File: src/rtl/dct_coeff_reader.sv
// dct_coeff_reader
//   Reads one 8-coefficient DCT block from an external result memory and
//   quantizes each coefficient by multiplying it with a per-index reciprocal
//   (Q0.16), rounding half up and saturating to OUT_WIDTH. The quantized
//   coefficients are emitted on a valid/ready stream, one per handshake.
//
// Ports
//   clock, reset              : single clock, synchronous active-high reset
//   start                     : launch one block (honoured only when idle)
//   fetch_addr/clk/data       : result-memory read port (1-cycle read latency)
//   qtab_wren/waddr/wdata     : reciprocal table write port (ignored while busy)
//   out_valid/ready/data/index/last : quantized coefficient stream
//   busy, done                : block in progress / one-cycle completion pulse
module dct_coeff_reader #(
    parameter int COEFF_WIDTH = 16,
    parameter int RECIP_WIDTH = 16,
    parameter int OUT_WIDTH   = 12
) (
    input  logic                   clock,
    input  logic                   reset,
    input  logic                   start,
    output logic [2:0]             fetch_addr,
    output logic                   fetch_clk,
    input  logic [COEFF_WIDTH-1:0] fetch_data,
    input  logic                   qtab_wren,
    input  logic [2:0]             qtab_waddr,
    input  logic [RECIP_WIDTH-1:0] qtab_wdata,
    output logic                   out_valid,
    input  logic                   out_ready,
    output logic [OUT_WIDTH-1:0]   out_data,
    output logic [2:0]             out_index,
    output logic                   out_last,
    output logic                   busy,
    output logic                   done
);

    localparam logic [1:0] S_IDLE = 2'd0;
    localparam logic [1:0] S_READ = 2'd1;
    localparam logic [1:0] S_MUL  = 2'd2;
    localparam logic [1:0] S_EMIT = 2'd3;

    // Signed coefficient times zero-extended reciprocal.
    localparam int PW = COEFF_WIDTH + RECIP_WIDTH + 1;
    localparam logic signed [PW-1:0] RND  = PW'(1) << (RECIP_WIDTH - 1);
    localparam logic signed [PW-1:0] OMAX = PW'((1 << (OUT_WIDTH - 1)) - 1);
    localparam logic signed [PW-1:0] OMIN = ~OMAX;

    logic [1:0]             state;
    logic [2:0]             index;
    logic [RECIP_WIDTH-1:0] qtab [8];

    logic signed [PW-1:0]   prod;
    logic signed [PW-1:0]   scaled;
    logic [OUT_WIDTH-1:0]   quant;

    // The memory runs on our clock; hand it straight through.
    assign fetch_clk = clock;

    always_comb begin
        prod   = $signed(fetch_data) * $signed({1'b0, qtab[index]});
        scaled = (prod + RND) >>> RECIP_WIDTH;
        quant  = scaled[OUT_WIDTH-1:0];
        if (scaled > OMAX)
            quant = OMAX[OUT_WIDTH-1:0];
        else if (scaled < OMIN)
            quant = OMIN[OUT_WIDTH-1:0];
    end

    always_ff @(posedge clock) begin
        if (reset) begin
            state      <= S_IDLE;
            index      <= '0;
            fetch_addr <= '0;
            out_valid  <= 1'b0;
            out_data   <= '0;
            out_index  <= '0;
            out_last   <= 1'b0;
            busy       <= 1'b0;
            done       <= 1'b0;
            for (int i = 0; i < 8; i++)
                qtab[i] <= '1;
        end else begin
            done <= 1'b0;

            // busy is the registered flag, so a write in the same idle cycle
            // as start lands before the block reaches MUL.
            if (qtab_wren && !busy)
                qtab[qtab_waddr] <= qtab_wdata;

            case (state)
                S_IDLE: begin
                    if (start) begin
                        index      <= '0;
                        fetch_addr <= '0;
                        busy       <= 1'b1;
                        state      <= S_READ;
                    end
                end
                // Memory samples fetch_addr at the end of READ; data is
                // present during MUL.
                S_READ: state <= S_MUL;
                S_MUL: begin
                    out_data  <= quant;
                    out_index <= index;
                    out_last  <= (index == 3'd7);
                    out_valid <= 1'b1;
                    state     <= S_EMIT;
                end
                S_EMIT: begin
                    if (out_ready) begin
                        out_valid <= 1'b0;
                        if (index == 3'd7) begin
                            busy  <= 1'b0;
                            done  <= 1'b1;
                            state <= S_IDLE;
                        end else begin
                            index      <= index + 3'd1;
                            fetch_addr <= index + 3'd1;
                            state      <= S_READ;
                        end
                    end
                end
                default: state <= S_IDLE;
            endcase
        end
    end

endmodule

File: config.mk
export PLATFORM = sky130hd
export DESIGN_NAME = dct_coeff_reader
export DESIGN_NICKNAME = d
export VERILOG_FILES = /design/src/rtl/dct_coeff_reader.sv
export SDC_FILE = /design/constraint.sdc
export NUM_CORES = 1
export LEC_CHECK = 0
export BUFFER_PORTS_ARGS = -buffer_cell sky130_fd_sc_hd__buf_4
export CELL_PAD_IN_SITES_DETAIL_PLACEMENT = 1
export CELL_PAD_IN_SITES_GLOBAL_PLACEMENT = 2
export CORE_UTILIZATION = 39
export CTS_CLUSTER_SIZE = 24
export DETAILED_ROUTE_END_ITERATION = 10
export PLACE_DENSITY = 0.89
export SYNTH_ARGS = -nofsm -noshare
export SYNTH_HDL_FRONTEND = slang
export SYNTH_SLANG_ARGS = --single-unit
File: constraint.sdc
create_clock -name clock -period 7.4 [get_ports clock]
set_clock_uncertainty 0.05 [all_clocks]
set_input_delay 1.48 -clock clock [delete_from_list [all_inputs] [get_ports clock]]
set_output_delay 1.48 -clock clock [all_outputs]
set_load 0.01 [all_outputs]
==> metrics.yaml <==
maxCapViolations: 0
crit_required_ns: 7.79
ys_ff_latch: 155
setup.worst_path.end_class: "flip-flop"
synth_compound_area_share_pct: 5.26
portBuffers: 62
clock.fmax_mhz: 133
wl_per_cell_um: 20.2
postLayoutCoreUtil_pct: 47.5
finalNetCount: 2005
drt-vias-per-instance: 5.15
drt-total-wl_mm: 44.0
syn_nets: 1846
antenna_found_initial: 0
die_x_um: 203
dp_hpwl_mm: 33.8
drc: 0
grt_util_all_layers_pct: 22.3
status: "complete, but fails checks"
grt_pass1_wl_mm: 71.1
relSlewSlack_pct: 30.1
async_flop_share_pct: 0
core_region_area_um2: 39800
dr.pass1.iters: 5
grt_pass1_vias: 13088
drt_iter0_drc: 498
pre_cts_ws_ns: -0.424
cts_tree: "yes"
routabilityCongestion: 0.858
ios: 63
ys_top_cells_by_area: "fa_1 25%, edfxtp_1 24%, ha_1 10%"
drive_gt1_share_pct: 28.5
post_synth_xor_area_fraction_pct: 0.778
final.min_clock_period_ns: 7.49
syn_avg_cell_area_um2: 10.6
synth_largest_area_cell: "fa_1"
syn_area_um2: 15800
final_area_um2: 18900
synth_top_family_by_area: "adder cells"
synth-edff-count: 128
rsz0062_at_grt: "yes"
seq_area_frac_synth_pct: 27.8
num_antenna_cells: 0
hold_viol: 0
grt_max_degree: 46
start_util_pct: 39.6
cp_data_arrival_time_ns: 7.88
yosysUniqueCellTypes: 63
worst_pin_slew_ns: 1.05
crit_fanout: 7
die_h_um: 203
synth_fa_ha_area_share_pct: 34.6
path_class: "flip-flop to flip-flop"
yosysTopAreaCellShare_pct: 24.5
violations: "setup timing"
setup_viol: 11
yosys_warnings: 0
finalWorstSetupSlack_ns: -0.0922
dpl_cell_area_um2: 17600
synthMuxAreaShare_pct: 6.17
die_area_um2: 41200
dr_total_vias: 11246
synth_top_flop_cell: "edfxtp_1"
area_delta_synth_final_pct: 20.1
hold-worst-slack_ns: 0.442
clk_latency_ns: 0.54
synth_simple_gate_area_share_pct: 17.5
antenna_left: 0
rows: 73
period_share_pct: 101
grt_overflow: 0
drv_slew: 0
syn_inst: 1486
min_path_type: "flip-flop to flip-flop"
startpoint_type: "flip-flop"
cts.clk_slew.worst_paths_ns: 0.07
-- sequential cells by signal (all words and copies together) (netlist names), named ones only --
name	flops
qtab	128
out_data	12
index	3
out_index	3
state	2
busy	1
done	1
out_last	1
out_valid	1
-- cells in the final DEF (no fill, tap or decap), types with 8 or more instances in the layout --
| cell | count |
|---|---|
| nand2b_1 | 52 |
| xnor2_1 | 9 |
| or2_2 | 105 |
| mux2_4 | 13 |
| inv_1 | 256 |
| fa_2 | 8 |
| dfxtp_1 | 26 |
| nor2_1 | 43 |
| nor2b_1 | 13 |
| and2_1 | 108 |
| ha_1 | 117 |
| buf_4 | 180 |
| a21oi_1 | 20 |
| o32ai_2 | 12 |
| nand2_1 | 138 |
| ha_4 | 9 |
| clkbuf_16 | 20 |
| fa_1 | 185 |
| mux4_2 | 32 |
| or3_1 | 9 |
| edfxtp_1 | 128 |
-- layout make-up --
class / instances / area, µm²
fill: 4411 / 20900
multi-input combinational: 1007 / 10600
sequential: 155 / 4390
timing repair buffer: 197 / 1640
inverter: 263 / 987
tap: 525 / 657
clock buffer: 21 / 508
clock inverter: 15 / 166
-- kinds of logic after synthesis --
| family | count (synthesis) |
|---|---|
| AND/OR/NAND/NOR | 513 |
| buffers and inverters | 324 |
| adder cells (fa/ha/maj) | 320 |
| flip-flops | 155 |
| AO/OA/AOI/OAI | 105 |
| multiplexers | 55 |
| XOR/XNOR | 14 |
-- per-stage QoR --
| stage | std cells | TNS, ns |
|---|---|---|
| floorplan | 1486 | 0 |
| global placement | 2127 | -3.39 |
| detailed placement | 2127 | -4.52 |
| CTS | 2173 | -0.0837 |
| global route | 2183 | -2.82 |
| finish | 2183 | -0.450 |
-- per-layer routing --
metal / up-vias / GRT usage, % / part of all wire [%]
met5: - / 0 / 0
met4: 0 / 5.72 / 1.7
met3: 51 / 2.74 / 3.0
met2: 194 / 41.3 / 54
met1: 5909 / 27.3 / 42
li1: 5092 / - / -
-- cell usage after synthesis (all sizes together), types with 17 or more instances --
cell type  number
a21oi          26
and2          114
clkbuf         51
dfxtp          27
edfxtp        128
fa            193
ha            127
inv           263
mux2           17
mux4           32
nand2         139
nand2b         52
nor2           46
or2           105
-- timing repair --
action	4_1_cts	5_1_grt
hold buffers	0	0
setup buffers	9	11
setup endpoints to repair	12	12
resized for setup	78	38
hold endpoints to repair	0	0
pin swaps	17	42
cloned	3	0
-- critical path: stages, from the launching register on --
cell,delay [ns]
dfxtp_4,0.42
buf_12,0.13
buf_16,0.12
mux4_2,0.51
mux2_4,0.34
and2_4,0.18
fa_1,0.50
inv_1,0.05
fa_1,0.47
fa_1,0.49
inv_1,0.06
fa_2,0.50
fa_1,0.52
inv_2,0.04
fa_1,0.53
inv_2,0.05
ha_4,0.16
a211o_1,0.28
o211ai_1,0.14
a21oi_2,0.12
o31a_1,0.38
a221oi_2,0.33
o311ai_2,0.18
nor4_2,0.32
a31oi_2,0.21
buf_6,0.19
o32ai_2,0.12
-- worst paths after layout --
kind / startpoint / cells after the start / end / slack (ns)
max reg2reg: flip-flop / 26 / out_data[1]$_SDFFE_PP0P_ / -0.09
min reg2reg: out_data[11]$_SDFFE_PP0P_ / 2 / out_data[11]$_SDFFE_PP0P_ / 0.44
max: flip-flop / 26 / out_data[1]$_SDFFE_PP0P_ / -0.09
min: out_data[11]$_SDFFE_PP0P_ / 2 / out_data[11]$_SDFFE_PP0P_ / 0.44
Power is not shown: default switching activity piles up to over one toggle a cycle in this logic, so the estimate is an artifact.
